### config.mk
export PLATFORM = sky130hd
export DESIGN_NAME = wb_regfile_flat
export DESIGN_NICKNAME = d
export VERILOG_FILES = /design/src/rtl/wb_regfile_pkg.sv /design/src/rtl/wb_regfile_if.sv /design/src/rtl/wb_regfile_scoreboard.sv /design/src/rtl/wb_regfile.sv /design/src/flat_wrapper.sv
export SDC_FILE = /design/constraint.sdc
export NUM_CORES = 1
export LEC_CHECK = 0
export BUFFER_PORTS_ARGS = -buffer_cell sky130_fd_sc_hd__buf_2
export CAP_MARGIN = 20
export CORE_ASPECT_RATIO = 1.2
export CORE_UTILIZATION = 34
export DETAILED_ROUTE_END_ITERATION = 8
export MAX_ROUTING_LAYER = met4
export PLACE_DENSITY = 0.62
export SETUP_SLACK_MARGIN = 0.02
export SYNTH_ARGS = -nofsm -noshare
export SYNTH_HDL_FRONTEND = slang
export SYNTH_SLANG_ARGS = --single-unit
### constraint.sdc
create_clock -name sysclk -period 3.3 [get_ports sysclk]
set_clock_uncertainty 0.15 [all_clocks]
set_input_delay 0.33 -clock sysclk [delete_from_list [all_inputs] [get_ports sysclk]]
set_output_delay 0.33 -clock sysclk [all_outputs]
set_load 0.02 [all_outputs]
### src/rtl/wb_regfile_pkg.sv
// wb_pkg: shared widths, register/counter types and counter ceiling for wb_regfile
package wb_pkg;
  localparam int DATA_W = 8;
  localparam int NREGS  = 8;
  localparam int ADDR_W = $clog2(NREGS);
  localparam int CNT_W  = 2;
  typedef logic [ADDR_W-1:0] reg_addr_t;
  typedef logic [DATA_W-1:0] reg_data_t;
  typedef logic [CNT_W-1:0]  sb_cnt_t;
  localparam sb_cnt_t CNT_MAX = '1;
endpackage

### src/rtl/wb_regfile_if.sv
// wb_regfile_if: write-back, read, issue and flush signals between the core (master) and wb_regfile (slave)
interface wb_regfile_if;
  import wb_pkg::*;
  logic      wb_we;
  reg_addr_t wb_addr;
  reg_data_t wb_data;
  reg_addr_t rd_addr_a;
  reg_addr_t rd_addr_b;
  reg_data_t rd_data_a;
  reg_data_t rd_data_b;
  logic      hazard_a;
  logic      hazard_b;
  logic      issue_valid;
  logic      issue_we;
  reg_addr_t issue_dst;
  logic      issue_ready;
  logic      flush;
  logic      sb_err;
  modport master (
    output wb_we, wb_addr, wb_data, rd_addr_a, rd_addr_b, issue_valid, issue_we, issue_dst, flush,
    input  rd_data_a, rd_data_b, hazard_a, hazard_b, issue_ready, sb_err
  );
  modport slave (
    input  wb_we, wb_addr, wb_data, rd_addr_a, rd_addr_b, issue_valid, issue_we, issue_dst, flush,
    output rd_data_a, rd_data_b, hazard_a, hazard_b, issue_ready, sb_err
  );
endinterface

### src/rtl/wb_regfile_scoreboard.sv
// wb_scoreboard: per-register in-flight counters, issue back-pressure, RAW hazard flags and sticky underflow error (REGFILE_BYPASS_EN lets a same-cycle retire clear a hazard)
module wb_scoreboard
  import wb_pkg::*;
(
  input  logic      sysclk,
  input  logic      rst_n,
  input  logic      wb_we_i,
  input  reg_addr_t wb_addr_i,
  input  logic      issue_valid_i,
  input  logic      issue_we_i,
  input  reg_addr_t issue_dst_i,
  input  logic      flush_i,
  input  reg_addr_t rd_addr_a_i,
  input  reg_addr_t rd_addr_b_i,
  output logic      issue_ready_o,
  output logic      hazard_a_o,
  output logic      hazard_b_o,
  output logic      sb_err_o
);
  sb_cnt_t cnt_q [NREGS];
  sb_cnt_t cnt_d [NREGS];
  logic    sb_err_q, sb_err_d;
  logic    retire, accept;
  // Qualify retire/issue, then derive next counters; a matching issue and retire cancel out
  always_comb begin
    retire = wb_we_i && wb_addr_i != '0;
    issue_ready_o = cnt_q[issue_dst_i] != CNT_MAX || (retire && wb_addr_i == issue_dst_i);
    accept = issue_valid_i && issue_we_i && issue_ready_o && issue_dst_i != '0;
    sb_err_d = sb_err_q || (retire && cnt_q[wb_addr_i] == '0 && !(accept && issue_dst_i == wb_addr_i));
    for (int i = 0; i < NREGS; i++) begin
      cnt_d[i] = cnt_q[i];
      if (flush_i)
        cnt_d[i] = '0;
      else if (accept && issue_dst_i == ADDR_W'(i) && !(retire && wb_addr_i == ADDR_W'(i)))
        cnt_d[i] = cnt_q[i] + 1'b1;
      else if (retire && wb_addr_i == ADDR_W'(i) && !(accept && issue_dst_i == ADDR_W'(i)) && cnt_q[i] != '0)
        cnt_d[i] = cnt_q[i] - 1'b1;
    end
  end
  // Hazard when the source still has unretired writers (optionally net of this cycle's retire)
  always_comb begin
`ifdef REGFILE_BYPASS_EN
    hazard_a_o = cnt_q[rd_addr_a_i] > sb_cnt_t'(retire && wb_addr_i == rd_addr_a_i);
    hazard_b_o = cnt_q[rd_addr_b_i] > sb_cnt_t'(retire && wb_addr_i == rd_addr_b_i);
`else
    hazard_a_o = cnt_q[rd_addr_a_i] != '0;
    hazard_b_o = cnt_q[rd_addr_b_i] != '0;
`endif
    sb_err_o = sb_err_q;
  end
  // Counter and sticky error state; reset clears everything
  always_ff @(posedge sysclk) begin
    if (!rst_n) begin
      for (int i = 0; i < NREGS; i++) cnt_q[i] <= '0;
      sb_err_q <= 1'b0;
    end else begin
      cnt_q <= cnt_d;
      sb_err_q <= sb_err_d;
    end
  end
endmodule

### src/rtl/wb_regfile.sv
// wb_regfile: 8x8 architectural register file with write-back scoreboard; define REGFILE_BYPASS_EN for same-cycle write-back-to-read bypass
module wb_regfile
  import wb_pkg::*;
(
  input logic         sysclk,
  input logic         rst_n,
  wb_regfile_if.slave bus
);
  reg_data_t regs_q [NREGS];
  logic      commit;
  // A write-back commits only to r1..r7 so r0 stays zero
  always_comb commit = bus.wb_we && bus.wb_addr != '0;
  // Register array; reset clears all contents and blocks that edge's write
  always_ff @(posedge sysclk) begin
    if (!rst_n)
      for (int i = 0; i < NREGS; i++) regs_q[i] <= '0;
    else if (commit)
      regs_q[bus.wb_addr] <= bus.wb_data;
  end
  // Combinational read ports, r0 forced to zero
  always_comb begin
`ifdef REGFILE_BYPASS_EN
    bus.rd_data_a = bus.rd_addr_a == '0 ? '0 : (commit && bus.wb_addr == bus.rd_addr_a) ? bus.wb_data : regs_q[bus.rd_addr_a];
    bus.rd_data_b = bus.rd_addr_b == '0 ? '0 : (commit && bus.wb_addr == bus.rd_addr_b) ? bus.wb_data : regs_q[bus.rd_addr_b];
`else
    bus.rd_data_a = bus.rd_addr_a == '0 ? '0 : regs_q[bus.rd_addr_a];
    bus.rd_data_b = bus.rd_addr_b == '0 ? '0 : regs_q[bus.rd_addr_b];
`endif
  end
  wb_scoreboard u_sb (
    .sysclk        (sysclk),
    .rst_n         (rst_n),
    .wb_we_i       (bus.wb_we),
    .wb_addr_i     (bus.wb_addr),
    .issue_valid_i (bus.issue_valid),
    .issue_we_i    (bus.issue_we),
    .issue_dst_i   (bus.issue_dst),
    .flush_i       (bus.flush),
    .rd_addr_a_i   (bus.rd_addr_a),
    .rd_addr_b_i   (bus.rd_addr_b),
    .issue_ready_o (bus.issue_ready),
    .hazard_a_o    (bus.hazard_a),
    .hazard_b_o    (bus.hazard_b),
    .sb_err_o      (bus.sb_err)
  );
endmodule

### src/flat_wrapper.sv
// flat-port wrapper written by rule: the top's interface ports become plain ports
module wb_regfile_flat import wb_pkg::*;
  (sysclk, rst_n, bus_wb_we, bus_wb_addr, bus_wb_data, bus_rd_addr_a, bus_rd_addr_b, bus_issue_valid, bus_issue_we, bus_issue_dst, bus_flush, bus_rd_data_a, bus_rd_data_b, bus_hazard_a, bus_hazard_b, bus_issue_ready, bus_sb_err);
  wb_regfile_if bus_i ();
  input logic sysclk;
  input logic rst_n;
  input wire logic [$bits(bus_i.wb_we)-1:0] bus_wb_we;
  input wire logic [$bits(bus_i.wb_addr)-1:0] bus_wb_addr;
  input wire logic [$bits(bus_i.wb_data)-1:0] bus_wb_data;
  input wire logic [$bits(bus_i.rd_addr_a)-1:0] bus_rd_addr_a;
  input wire logic [$bits(bus_i.rd_addr_b)-1:0] bus_rd_addr_b;
  input wire logic [$bits(bus_i.issue_valid)-1:0] bus_issue_valid;
  input wire logic [$bits(bus_i.issue_we)-1:0] bus_issue_we;
  input wire logic [$bits(bus_i.issue_dst)-1:0] bus_issue_dst;
  input wire logic [$bits(bus_i.flush)-1:0] bus_flush;
  output wire logic [$bits(bus_i.rd_data_a)-1:0] bus_rd_data_a;
  output wire logic [$bits(bus_i.rd_data_b)-1:0] bus_rd_data_b;
  output wire logic [$bits(bus_i.hazard_a)-1:0] bus_hazard_a;
  output wire logic [$bits(bus_i.hazard_b)-1:0] bus_hazard_b;
  output wire logic [$bits(bus_i.issue_ready)-1:0] bus_issue_ready;
  output wire logic [$bits(bus_i.sb_err)-1:0] bus_sb_err;
  assign bus_i.wb_we = bus_wb_we;
  assign bus_i.wb_addr = bus_wb_addr;
  assign bus_i.wb_data = bus_wb_data;
  assign bus_i.rd_addr_a = bus_rd_addr_a;
  assign bus_i.rd_addr_b = bus_rd_addr_b;
  assign bus_i.issue_valid = bus_issue_valid;
  assign bus_i.issue_we = bus_issue_we;
  assign bus_i.issue_dst = bus_issue_dst;
  assign bus_i.flush = bus_flush;
  assign bus_rd_data_a = bus_i.rd_data_a;
  assign bus_rd_data_b = bus_i.rd_data_b;
  assign bus_hazard_a = bus_i.hazard_a;
  assign bus_hazard_b = bus_i.hazard_b;
  assign bus_issue_ready = bus_i.issue_ready;
  assign bus_sb_err = bus_i.sb_err;
  wb_regfile u_core (.sysclk(sysclk), .rst_n(rst_n), .bus(bus_i));
endmodule
; Yosys cells after proc, flatten, opt, wreduce, memory -nomap -nowiden
; Memories as Yosys holds them, arrays and structs flattened.
; Cells that the tools add are included.
[word_totals]
mem_bits_rw = 64
output_inout_bits = 20
input_bits = 26
memories = 1
elab_cells = 183
regBits = 17
[mem_list]
columns = memory, words, word_bits, read_ports, rd_ports_with_merged_regs, write_ports, line
row1 = u_core.regs_q, 8, 8, 2, 0, 8, wb_regfile.sv:9  ; reg_data_t regs_q [NREGS];
[classes]
n_bitwise = 5
muxes = 37
add_sub_neg = 16
eq_ne = 17
order_cmp = 4
n_reduce_logical = 94
[op_table]
columns = cell, count
row1 = 1-bit logical AND, 48
row2 = 2-bit 2-to-1 mux, 24
row3 = 2-bit nonzero test, 18
row4 = 2-bit binary-select mux with 3-bit select, 4
row5 = "3-bit == test, second input constant", 8
row6 = 8-bit 2-to-1 mux, 3
row7 = 1-bit zero test, 17
row8 = "2-bit by 1-bit adder with 2-bit output, second input constant", 8
row9 = "4-bit >= comparator, second input constant", 4
row10 = 3-bit inverter with 4-bit output, 4
row11 = "2-bit by 1-bit subtractor with 2-bit output, second input constant", 8
row12 = "3-bit by 2-bit == test with 1-bit output, second input constant", 4
row13 = 3-bit zero test, 4
row14 = 8-bit OR reduction, 1
row15 = "3-bit by 1-bit == test with 1-bit output, second input constant", 2
row16 = 3-bit == test, 2
row17 = 3-bit nonzero test, 2
row18 = 1-bit 2-to-1 mux, 5
row19 = 3-bit 2-to-1 mux, 1
row20 = 2-bit zero test, 1
row21 = 1-bit logical OR, 2
row22 = "2-bit inequality test, second input constant", 1
row23 = 2-bit OR reduction, 1
row24 = 1-bit inverter, 1

; Depth between registers and ports, before layout
; Gate-level depths: netlist of the first run.
[depth]
word_depth = 14
depth_mapped = 7
ltp_nobuf = 5

; Modules after synthesis
; From an unflattened synthesis of the first run, not the netlist that was laid out.
[unflattened]
cells_unflattened = 433
hier_area_um2 = 4785.8
[modules_own_cells]
columns = module, cells_each, seq_area_each_um2, instances, area_each_um2
row1 = wb_regfile, 245, 1681.6, 1, 3261.9
row2 = wb_scoreboard, 188, 340.3, 1, 1524.0

; Worst setup path after synthesis of the first run
; No wires, ideal clock.
[synth_path]
path_type = input-to-output
from = input port bus_rd_addr_a[1]
to = output port bus_rd_data_a[2]
stages = 5
n_path_buf = 2
required_ps = 2820
arrival_ps = 1780
slack_ps = 1040
path_cell_list = clkbuf_1 -> buf_1 -> mux4_2 -> nor2_1 -> a221oi_1
[synth_between]
elab_chain_len = 2
word_cells_on_any_way = 3
classes_between = mux (1) / reduce/logical (1) / memory (1)
[synth_lines]
columns = element, line
row1 = start: declaration, flat_wrapper.sv:10  ; input wire logic [$bits(bus_i.rd_addr_a)-1:0] bus_rd_addr_a;
row2 = memory 8 x 8 bit / 3-bit zero test (equally long branches), -
row3 = 8-bit 2-to-1 mux *, wb_regfile.sv:26  ; bus.rd_data_a = bus.rd_addr_a == '0 ? '0 : regs_q[bus.rd_addr_a];
row4 = end: declaration, flat_wrapper.sv:16  ; output wire logic [$bits(bus_i.rd_data_a)-1:0] bus_rd_data_a;
; Every way passes the cells marked *; elsewhere a longest branch is shown, timed or not.

; Worst setup path after layout of the first run
[layout_path]
from = input port bus_rd_addr_b[1]
to = output port bus_rd_data_b[6]
[layout_between]
elab_chain_len = 2
word_cells_on_any_way = 3
classes_between = mux (1) / reduce/logical (1) / memory (1)
[layout_lines]
columns = element, line
row1 = start: declaration, flat_wrapper.sv:11  ; input wire logic [$bits(bus_i.rd_addr_b)-1:0] bus_rd_addr_b;
row2 = memory 8 x 8 bit / 3-bit zero test (equally long branches), -
row3 = 8-bit 2-to-1 mux *, wb_regfile.sv:27  ; bus.rd_data_b = bus.rd_addr_b == '0 ? '0 : regs_q[bus.rd_addr_b];
row4 = end: declaration, flat_wrapper.sv:17  ; output wire logic [$bits(bus_i.rd_data_b)-1:0] bus_rd_data_b;
; Marks and branches as above.

==> results of run 1 <==
## cell families (layout without fill, tap and decap cells)
logic type                Yosys count  in the layout  share of synthesized area, %
muxes                              37             37                          12.6
AOI/OAI and AO/OA                  98             98                          13.8
DFF                                81             81                          46.0
xor gates and xnor gates           10             10                          1.78
and+or+nand+nor                   207            207                          22.4
other                               1              8                        0.0763
buffers and inverters              38             70                          3.21
## layout make-up
cell class	count	area, sq um
multi-input cells	360	2520
inverters	9	33.8
well taps	171	214
flip-flops and latches	81	2260
repair buffers	45	225
clock buffers	11	233
fillers	1343	8340
clock inverters	5	104
## registers in the layout, summed over array words and instances, names as in the netlist
name,flops
u_core.u_sb.sb_err_o,1
u_core.regs_q,64
u_core.u_sb.cnt_q,16
## synthesized netlist by cell type (2+ instances only)
cell and instances:
inv_1 9, a221oi_2 5, nand3_1 7, nand2_1 34, or3_1 4, or2_0 2
nand2b_1 4, or2_2 3, a31oi_1 2, xnor2_1 10, a211o_1 2, a21oi_1 18
and2_1 61, nor2b_1 17, nor2_1 44, clkbuf_1 17, and2_0 3, nor3_1 9
nand3b_1 5, o21ai_0 35, edfxtp_1 64, mux2i_1 16, o211a_1 2, a211oi_1 9
buf_2 6, a21oi_2 7, dfxtp_1 17, buf_1 5, nor4_1 7, a221oi_1 16
mux4_2 20, or3b_1 3
## power breakdown
part	switching [W]	internal [W]	total [W]
clock	0.000398	0.000740	0.00114
sequential	0.0000346	0.00116	0.00120
combinational	0.000229	0.000136	0.000365
## per-stage QoR
step / std cells / total power [W] / hold WS (ns)
floorplan: 479 / 0.00145 / 0.280
global placement: 666 / 0.00157 / 0.303
CTS: 682 / 0.00272 / 0.209
global route: 682 / 0.00279 / 0.224
detailed placement: 666 / 0.00158 / 0.301
finish: 682 / 0.00270 / 0.222
## per-layer routing
metal	up-vias	wire [um]
met5	-	0
met4	0	322
met3	19	523
met2	92	6500
met1	1911	5370
li1	1796	-
## worst min path at each step
stage / from / endpoint / cells past startpoint / slack [ns]
floorplan: u_core.u_sb.cnt_q[14] / u_core.u_sb.cnt_q[14] / 2 / 0.28
global placement: u_core.u_sb.cnt_q[14] / u_core.u_sb.cnt_q[14] / 2 / 0.30
detailed placement: u_core.u_sb.cnt_q[14] / u_core.u_sb.cnt_q[14] / 2 / 0.30
CTS: bus_wb_data[6] / u_core.regs_q[5][6] / 2 / 0.21
global route: bus_wb_data[6] / u_core.regs_q[5][6] / 2 / 0.22
finish: bus_wb_data[6] / u_core.regs_q[5][6] / 2 / 0.22
==> results.py, run 1 <==
metrics = {
    "clocking": {
        "cts_buffers": 9,
        "cts_htree_levels": 3,
        "root_driver": "clkbuf_16",
        "post_cts_setup_buffer_count": 0,
        "cts_repair_resize_count": 0,
        "cts.path.max_buffers": 2,
        "insertion_delay_ns": 0.34,
        "cts.hold.buffers_added": 0,
        "tritoncts": "done",
        "cts.reportedPaths.clkPinSlew_ns": 0.06,
        "cts_num_sinks": 81,
    },
    "floorplanning": {
        "die_height_um": 134,
        "fp.dieArea_sq_um": 14900,
        "std_cell_rows": 47,
        "io_pins": 46,
        "core_area_sq_um": 13900,
        "dieWidth_um": 112,
        "initial_utilization_pct": 35.3,
    },
    "placement": {
        "buffer_ports.inserted": 45,
        "placedInstanceArea_sq_um": 5260,
        "post-place-ws_ns": 0.778,
        "globalplace.congestion": 0.919,
        "detailedPlacementHpwl_um": 9330,
    },
    "yosys": {
        "yosys.area.top_type": "edfxtp_1",
        "synth_enable_flop_cells": 64,
        "synth_area_sq_um": 4920,
        "yosys-top-cells-area": "edfxtp_1 (39%), mux4_2 (9.2%), and2_1 (7.8%), dfxtp_1 (6.9%), o21ai_0 (3.6%)",
        "synth_largest_type_area_fraction_pct": 39.1,
        "postSynth.asyncResetShare_pct": 0,
        "synth-seq-cells": 81,
        "seq_area_frac_synth_pct": 46.0,
        "synth_top_flop_cell": "edfxtp_1",
        "synth.lib_cells_used.distinct": 41,
        "yosys_warnings": 0,
        "syn_inst": 472,
        "syn_area_per_cell_sq_um": 10.4,
    },
    "sta": {
        "setup-tns-final_ns": 0,
        "period_share_pct": 77.8,
        "timing.final.setup_violations": 0,
        "tightest_slew_ns": 0.908,
        "postLayoutSetupSlackWorst_ns": 0.732,
        "finalCriticalPeriod_ns": 2.57,
        "finalHoldViolCount": 0,
        "clock.fmax_ghz": 0.389,
        "normalized_max_slew_margin_pct": 39.0,
        "rsz_0062_raised_after_global_routing": "false",
        "timing.final.max_slew_violations": 0,
    },
    "power_and_ir_drop": {
        "ir_worst_vdd_mv": 0.246,
        "power_leakage_nw": 1.97,
        "power-per-cell-area_nw_per_um2": 482,
    },
    "worst_setup_path": {
        "crit_buf_inv": 2,
        "rr_endpoint": "u_core.u_sb.cnt_q[2]",
        "critPathCapture": "bus_rd_data_b[6]",
        "worst-setup-path-type": "in -> out",
        "worst_ep_arrival_time_ns": 2.09,
        "rr_startpoint": "u_core.u_sb.cnt_q[5]",
        "critical-path-slowest-cell": "buf_2",
        "critical-path-top-delay-family": "compound AO/OA/AOI/OAI gates",
        "path_max_fanout": 31,
        "crit_path_max_incr_delay_ns": 0.59,
        "reg2reg_setup_slack_ns": 1.28,
        "crit_path_start": "bus_rd_addr_b[1]",
        "crit_required_ns": 2.82,
        "crit_path_frequent_cell": "buf_2",
        "cp.depth": 4,
        "startpoint_type": "input port",
        "crit_path_end_kind": "primary output",
        "worstPathCellList": "buf_2 > a21oi_1 > a221oi_1 > buf_2",
        "r2r_cells": 5,
    },
    "grt": {
        "maximum_number_of_pins_on_one_net_before_global_route_repair": 32,
        "met3_usage_pct": 2.78,
        "grt_use_met2_pct": 31.6,
        "grt_busiest_layer": "met2",
        "number_of_global_route_vias_before_repair": 3882,
        "grt_overflow_total": 0,
        "antenna_found_initial": 0,
        "gr-usage-all-layers_pct": 18.3,
        "global_route_wire_length_before_repair_um": 20300,
        "grt_use_met1_pct": 20.8,
    },
    "final_layout": {
        "antennaDiodeCount": 0,
        "most_frequent_cells_in_the_layout": "edfxtp_1 (64), and2_1 (61), buf_2 (45), nor2_1 (44), o21ai_0 (35)",
        "nets": 532,
        "finalInstanceArea_sq_um": 5590,
        "drive_gt1_share_pct": 19.0,
        "mostFrequentLayoutCell": "edfxtp_1",
        "finish.utilization_pct": 40.1,
        "area_growth_syn_to_layout_pct": 13.8,
    },
    "status": {
        "outcome": "finished with violations",
        "failing_checks": "DRC",
    },
    "routing": {
        "detailroute.via_count": 3818,
        "dr.pass1.iters": 6,
        "drt-initial-drc-count": 267,
        "ant_nets": 0,
        "viasPerCell": 5.60,
        "wl_per_cell_um": 18.6,
        "drt-total-wl_um": 12700,
        "drc": 4,
    },
    "min_path": {
        "worst_hold_path_type": "in -> reg",
    },
    "flow_run": {
        "maxCapViolations": 0,
    },
}
Note: power is estimated with default switching activity, not from simulation.
==> run 2, diff against run 1 <==
--- a/config.mk
+++ b/config.mk
@@ -5,6 +5,7 @@
 export SDC_FILE = /design/constraint.sdc
 export NUM_CORES = 1
 export LEC_CHECK = 0
+export ABC_AREA = 1
 export BUFFER_PORTS_ARGS = -buffer_cell sky130_fd_sc_hd__buf_2
 export CAP_MARGIN = 20
 export CORE_ASPECT_RATIO = 1.2
==> constraint.sdc (replaced) <==
create_clock -name sysclk -period 2.6 [get_ports sysclk]
set_clock_uncertainty 0.15 [all_clocks]
set_input_delay 0.26 -clock sysclk [delete_from_list [all_inputs] [get_ports sysclk]]
set_output_delay 0.26 -clock sysclk [all_outputs]
set_load 0.02 [all_outputs]
==> run 2 against run 1 <==
  * The run now ends clean
  * Synthesized cell count is 33% higher
  * Clock power is 15% higher
  * First-iteration DRC count is 19% higher
  * Sequential power grew 25%
  * Sequential cell count did not move
  * Power up 22%
  * Critical endpoint is now bus_issue_ready
  * Highest routed layer unchanged
==> results.py, run 2 <==
metrics = {
    "status": {
        "outcome": "complete, no violations",
    },
    "sta": {
        "timing.final.setup_violations": 0,
        "finalCriticalPeriod_ns": 2.21,
        "rsz_0062_raised_after_global_routing": "false",
        "timing.final.max_slew_violations": 0,
        "setup-tns-final_ns": 0,
        "period_share_pct": 85.0,
        "finalHoldViolCount": 0,
        "clock.fmax_ghz": 0.453,
        "holdWs_ns": 0.104,
    },
    "worst_setup_path": {
        "crit_path_end_kind": "primary output",
        "worst_ep_arrival_time_ns": 1.80,
        "worst-setup-path-type": "reg -> out",
        "startpoint_type": "register",
        "r2r_cells": 11,
        "crit_required_ns": 2.19,
        "rr_startpoint": "u_core.u_sb.cnt_q[10]",
        "rr_endpoint": "u_core.u_sb.cnt_q[3]",
        "path_max_fanout": 13,
        "reg2reg_setup_slack_ns": 0.58,
    },
    "yosys": {
        "yosys_warnings": 0,
        "synth_enable_flop_cells": 64,
        "syn_area_per_cell_sq_um": 7.66,
        "synth.lib_cells_used.distinct": 27,
        "synth_largest_type_area_fraction_pct": 40.0,
        "seq_area_frac_synth_pct": 47.0,
        "synth_top_flop_cell": "edfxtp_1",
        "synth-seq-cells": 81,
        "synth_area_sq_um": 4810,
        "syn_inst": 628,
        "yosys.area.top_type": "edfxtp_1",
        "yosys-top-cells-area": "edfxtp_1 (40%), o21ai_0 (9.9%), nor2_1 (9.6%), nand2_1 (7.2%), dfxtp_1 (7.1%)",
        "yosys.cell_count.top_type": "nor2_1",
        "synthTopCellsByCount": "nor2_1 (123), o21ai_0 (95), nand2_1 (92), inv_1 (70), edfxtp_1 (64)",
        "postSynth.asyncResetShare_pct": 0,
    },
    "final_layout": {
        "most_frequent_cells_in_the_layout": "nor2_1 (123), o21ai_0 (95), nand2_1 (92), inv_1 (70), edfxtp_1 (64)",
        "antennaDiodeCount": 0,
        "drive_gt1_share_pct": 13.0,
        "nets": 699,
        "multiInputGateArea_sq_um": 2160,
        "regArea_sq_um": 2260,
        "flip_flop_count_of_the_largest_register_after_layout": 64,
        "mostFrequentLayoutCell": "nor2_1",
        "top_reg_by_flops": "u_core.regs_q",
        "fill_cells": 1418,
        "area_growth_syn_to_layout_pct": 15.0,
    },
    "power_and_ir_drop": {
        "netSwitchingPower_w": 0.000917,
        "power.internal_w": 0.00236,
        "power-per-cell-area_nw_per_um2": 593,
        "ir_worst_vdd_mv": 0.268,
        "seq_power_share_pct": 45.8,
        "power_leakage_nw": 2.23,
        "comb_power_share_pct": 14.3,
        "clkPwrFrac_pct": 39.9,
        "sw_frac_of_total_pct": 28.0,
    },
    "min_path": {
        "hold_depth": 4,
        "hold_end": "u_core.u_sb.cnt_q[8]",
        "worst_hold_path_type": "in -> reg",
        "worst_hold_startpoint": "bus_flush",
    },
    "clocking": {
        "root_driver": "clkbuf_16",
        "cts_htree_levels": 3,
        "cts.path.max_buffers": 2,
        "cts.reportedPaths.clkPinSlew_ns": 0.06,
        "tritoncts": "done",
        "cts.hold.buffers_added": 0,
        "cts_repair_resize_count": 0,
        "post_cts_setup_buffer_count": 0,
        "cts_num_sinks": 81,
        "insertion_delay_ns": 0.34,
        "cts_buffers": 9,
    },
    "floorplanning": {
        "fp.dieArea_sq_um": 14600,
        "die_height_um": 132,
        "initial_utilization_pct": 34.8,
        "io_pins": 46,
        "dieWidth_um": 111,
        "core_area_sq_um": 13800,
        "std_cell_rows": 47,
    },
    "routing": {
        "top_layer_used": "met4",
        "met2_wl_um": 7240,
        "dr_wl_met3_um": 822,
        "wl_per_cell_um": 16.6,
        "dr.pass1.iters": 5,
        "m1WireLength_um": 5600,
        "ant_nets": 0,
        "drt-initial-drc-count": 318,
        "drc": 0,
        "viasPerCell": 5.39,
        "detailroute.via_count": 4572,
        "drt-total-wl_um": 14100,
    },
    "grt": {
        "grt_overflow_total": 0,
        "maximum_number_of_pins_on_one_net_before_global_route_repair": 40,
        "global_route_wire_length_before_repair_um": 22200,
        "number_of_global_route_vias_before_repair": 4487,
        "gr-usage-all-layers_pct": 20.0,
        "antenna_found_initial": 0,
    },
    "placement": {
        "buffer_ports.inserted": 45,
        "globalplace.congestion": 0.971,
        "detailedPlacementHpwl_um": 10400,
    },
    "flow_run": {
        "maxCapViolations": 0,
    },
}
run 2: cell count changes after synthesis, sizes merged, moves of 24 or more:
cell	change
nor2	+79
and2	-64
nand3	+24
nand2	+59
inv	+62
o21ai	+61
run 2: power by group through the flow:
| stage | registers, W | clock network (W) | logic, W |
|---|---|---|---|
| 2_1_floorplan | 0.00152 | 0 | 0.000308 |
| 3_3_place_gp | 0.00153 | 0 | 0.000461 |
| 3_5_place_dp | 0.00153 | 0 | 0.000466 |
| 4_1_cts | 0.00150 | 0.00131 | 0.000468 |
| 5_1_grt | 0.00151 | 0.00138 | 0.000518 |
| 6_report | 0.00150 | 0.00131 | 0.000469 |
run 2: how the worst max path moves through the flow:
stage,start,end,slack [ns],cells past startpoint
after global routing,u_core.u_sb.cnt_q[10],bus_issue_ready,0.30,8
after detailed placement,bus_issue_dst[0],u_core.u_sb.cnt_q[3],0.42,13
after CTS,u_core.u_sb.cnt_q[10],bus_issue_ready,0.41,8
after floorplan,bus_rd_addr_b[0],bus_rd_data_b[3],0.64,5
final,u_core.u_sb.cnt_q[10],bus_issue_ready,0.39,8
after global placement,bus_rd_addr_a[1],bus_rd_data_a[5],0.48,6
run 2: cell families after synthesis:
family | Yosys count | synth area share [%]
simple gates | 255 | 22.7
compound gates | 185 | 21.0
buf+inv | 103 | 8.59
flops | 81 | 47.0
xor+xnor | 3 | 0.547
other cells | 1 | 0.0780
run 2: worst max-delay path, cell delays in order, from the launching register on:
cell and delay (ns):
dfxtp_1 0.44, nand2_1 0.08, nand2_1 0.06, nand2_1 0.05, nand2_1 0.07, nand2_1 0.05
nand2_1 0.06, nand3_2 0.34, buf_2 0.30
run 2: layer usage:
metal | track usage [%] | up-vias
li1 | - | 2217
met1 | 22.0 | 2143
met2 | 34.7 | 179
met3 | 4.05 | 33
met4 | 8.74 | 0
met5 | - | -
run 2: stage by stage:
step	util (%)	instances	power, W	setup WS (ns)	cell area [sq um]
after floorplan	-	635	0.00183	0.638	4830
after detailed placement	37.8	833	0.00200	0.425	5230
after global placement	37.8	833	0.00199	0.480	5230
final	40.0	849	0.00328	0.390	5530
after CTS	40.0	849	0.00328	0.414	5530
after global routing	40.0	849	0.00341	0.298	5530
run 2: cell type report:
type,instances,share of cell area (%)
tap,171,3.87
clock buffer,9,4.07
clock inverter,7,1.38
timing repair buffer,58,5.84
inverter,72,4.89
multi-input combinational,451,39.0
sequential,81,40.9
==> run 3, diff against run 2 <==
--- a/config.mk
+++ b/config.mk
@@ -12,7 +12,7 @@
 export CORE_UTILIZATION = 34
 export DETAILED_ROUTE_END_ITERATION = 8
 export MAX_ROUTING_LAYER = met4
-export PLACE_DENSITY = 0.62
+export PLACE_DENSITY = 0.63
 export SETUP_SLACK_MARGIN = 0.02
 export SYNTH_ARGS = -nofsm -noshare
 export SYNTH_HDL_FRONTEND = slang
==> constraint.sdc (replaced) <==
create_clock -name sysclk -period 1.8 [get_ports sysclk]
set_clock_uncertainty 0.15 [all_clocks]
set_input_delay 0.18 -clock sysclk [delete_from_list [all_inputs] [get_ports sysclk]]
set_output_delay 0.18 -clock sysclk [all_outputs]
set_load 0.02 [all_outputs]
==> run 3 against run 2 <==
  * The run now ends with setup timing left
  * Global-route usage down 1.2 points
  * Power up 44%
  * Hold slack improved by 0.025 ns
  * Core utilization increased by 4.5 points
  * Count of clock-buffer cells in the layout stayed put
  * Register-to-register slack worse by 0.57 ns
  * Combinational power up 74%
  * Cell count is 3.8% higher
==> results.py, run 3 (synthesized netlist as in run 2, its figures left out) <==
metrics = {
    "worst_setup_path": {
        "startpoint_type": "register",
        "worst-setup-path-type": "reg -> out",
        "critical-path-slowest-cell": "edfxtp_1",
        "crit_required_ns": 1.47,
        "crit_path_max_incr_delay_ns": 0.34,
        "crit_path_frequent_cell": "o21ai_1",
        "path_max_fanout": 2,
        "worstPathCellList": "inv_2 > a21oi_2 > o21ai_1 > o21ai_1 > o21ai_1 > a31oi_1 > buf_4",
        "crit_path_end_kind": "primary output",
        "worst_ep_arrival_time_ns": 1.54,
    },
    "sta": {
        "setup-tns-final_ns": -0.127,
        "finalHoldViolCount": 0,
        "finalCriticalPeriod_ns": 1.87,
        "timing.final.max_slew_violations": 0,
        "postLayoutSetupSlackWorst_ns": -0.0746,
        "rsz_0062_raised_after_global_routing": "true",
        "timing.final.setup_violations": 3,
        "period_share_pct": 104,
        "clock.fmax_ghz": 0.533,
    },
    "clocking": {
        "cts.path.max_buffers": 2,
        "cts_buffers": 9,
        "cts_htree_levels": 3,
        "cts_num_sinks": 81,
        "root_driver": "clkbuf_16",
        "cts.reportedPaths.clkPinSlew_ns": 0.07,
        "insertion_delay_ns": 0.34,
        "tritoncts": "done",
    },
    "final_layout": {
        "flip_flop_count_of_the_largest_register_after_layout": 64,
        "area_growth_syn_to_layout_pct": 27.8,
        "antennaDiodeCount": 0,
        "mostFrequentLayoutCell": "nor2_1",
        "nets": 731,
        "finish.utilization_pct": 44.5,
        "drive_gt1_share_pct": 27.3,
        "fill_cells": 1315,
        "top_reg_by_flops": "u_core.regs_q",
        "most_frequent_cells_in_the_layout": "nor2_1 (114), nand2_1 (87), edfxtp_1 (64), inv_1 (56), o21ai_1 (50)",
    },
    "grt": {
        "gr-usage-all-layers_pct": 18.8,
        "global_route_wire_length_before_repair_um": 21500,
        "number_of_global_route_vias_before_repair": 4439,
        "maximum_number_of_pins_on_one_net_before_global_route_repair": 33,
        "antenna_found_initial": 0,
        "grt_overflow_total": 0,
    },
    "routing": {
        "drt-total-wl_um": 13400,
        "wl_per_cell_um": 15.2,
        "viasPerCell": 5.24,
        "drt-initial-drc-count": 294,
        "drc": 0,
        "dr.pass1.iters": 5,
        "detailroute.via_count": 4618,
        "ant_nets": 0,
    },
    "floorplanning": {
        "fp.dieArea_sq_um": 14600,
        "dieWidth_um": 111,
        "std_cell_rows": 47,
        "die_height_um": 132,
        "core_area_sq_um": 13800,
        "io_pins": 46,
        "initial_utilization_pct": 34.8,
    },
    "power_and_ir_drop": {
        "ir_worst_vdd_mv": 0.527,
        "power-per-cell-area_nw_per_um2": 768,
        "power_leakage_nw": 2.45,
    },
    "placement": {
        "globalplace.congestion": 0.856,
        "detailedPlacementHpwl_um": 10300,
        "buffer_ports.inserted": 45,
    },
    "min_path": {
        "worst_hold_path_type": "in -> reg",
    },
    "status": {
        "outcome": "finished with violations",
        "failing_checks": "setup timing",
    },
    "flow_run": {
        "maxCapViolations": 0,
    },
}
[run 3: where the power goes]
part           internal, W  switching, W
Combinational     0.000299      0.000519
Sequential         0.00211     0.0000492
Clock             0.000960      0.000777
Total              0.00337       0.00134
[run 3: worst max-delay path, delay by kind of cell, from the launching register on]
kind            cells  cell delay (ns)
buf+inv             2             0.25
flops               1             0.34
compound gates      5             0.61
[run 3: final cells by class]
type / instances / area, sq um / share of cell area [%]
Clock buffer: 9 / 225 / 3.66
Clock inverter: 7 / 58.8 / 0.957
Inverter: 72 / 270 / 4.40
Multi-Input combinational cell: 451 / 2390 / 39.0
Sequential cell: 81 / 2290 / 37.3
Tap cell: 171 / 214 / 3.48
Timing Repair Buffer: 90 / 689 / 11.2
[run 3: timing repair]
item / 4_1_cts / 5_1_grt
buffers inserted: 8 / 4
endpoints found under the setup margin: 19 / 33
pin swaps: 22 / 41
hold buffers: 0 / 0
gates resized for setup: 95 / 74
[run 3: path summary, 6_finish.rpt]
path	cells after the start	slack, ns	from	end
worst min-delay path	3	0.13	bus_wb_data[0]	u_core.regs_q[2][0]
worst max register to register	13	0.01	u_core.u_sb.cnt_q[15]	u_core.u_sb.cnt_q[0]
worst max-delay path	7	-0.07	u_core.regs_q[5][4]	bus_rd_data_a[4]
worst min register to register	2	0.31	u_core.u_sb.sb_err_o	u_core.u_sb.sb_err_o
[run 3: stage by stage]
step,hold WS [ns],total power [W],setup WS (ns),cells,cell area [sq um]
floorplan,0.247,0.00265,0.0204,635,4870
global placement,0.304,0.00291,0.0510,853,5460
detailed placement,0.305,0.00292,-0.0156,853,5460
CTS,0.112,0.00469,-0.0354,877,5920
global route,0.143,0.00490,-0.143,881,6150
finish,0.129,0.00472,-0.0746,881,6150
[run 3: routing by layer]
metal	global-route usage [%]	vias up	wire length, um
met3	2.99	27	580
li1	-	2287	-
met5	-	-	0
met4	7.56	0	299
met1	21.9	2165	5790
met2	32.3	139	6750
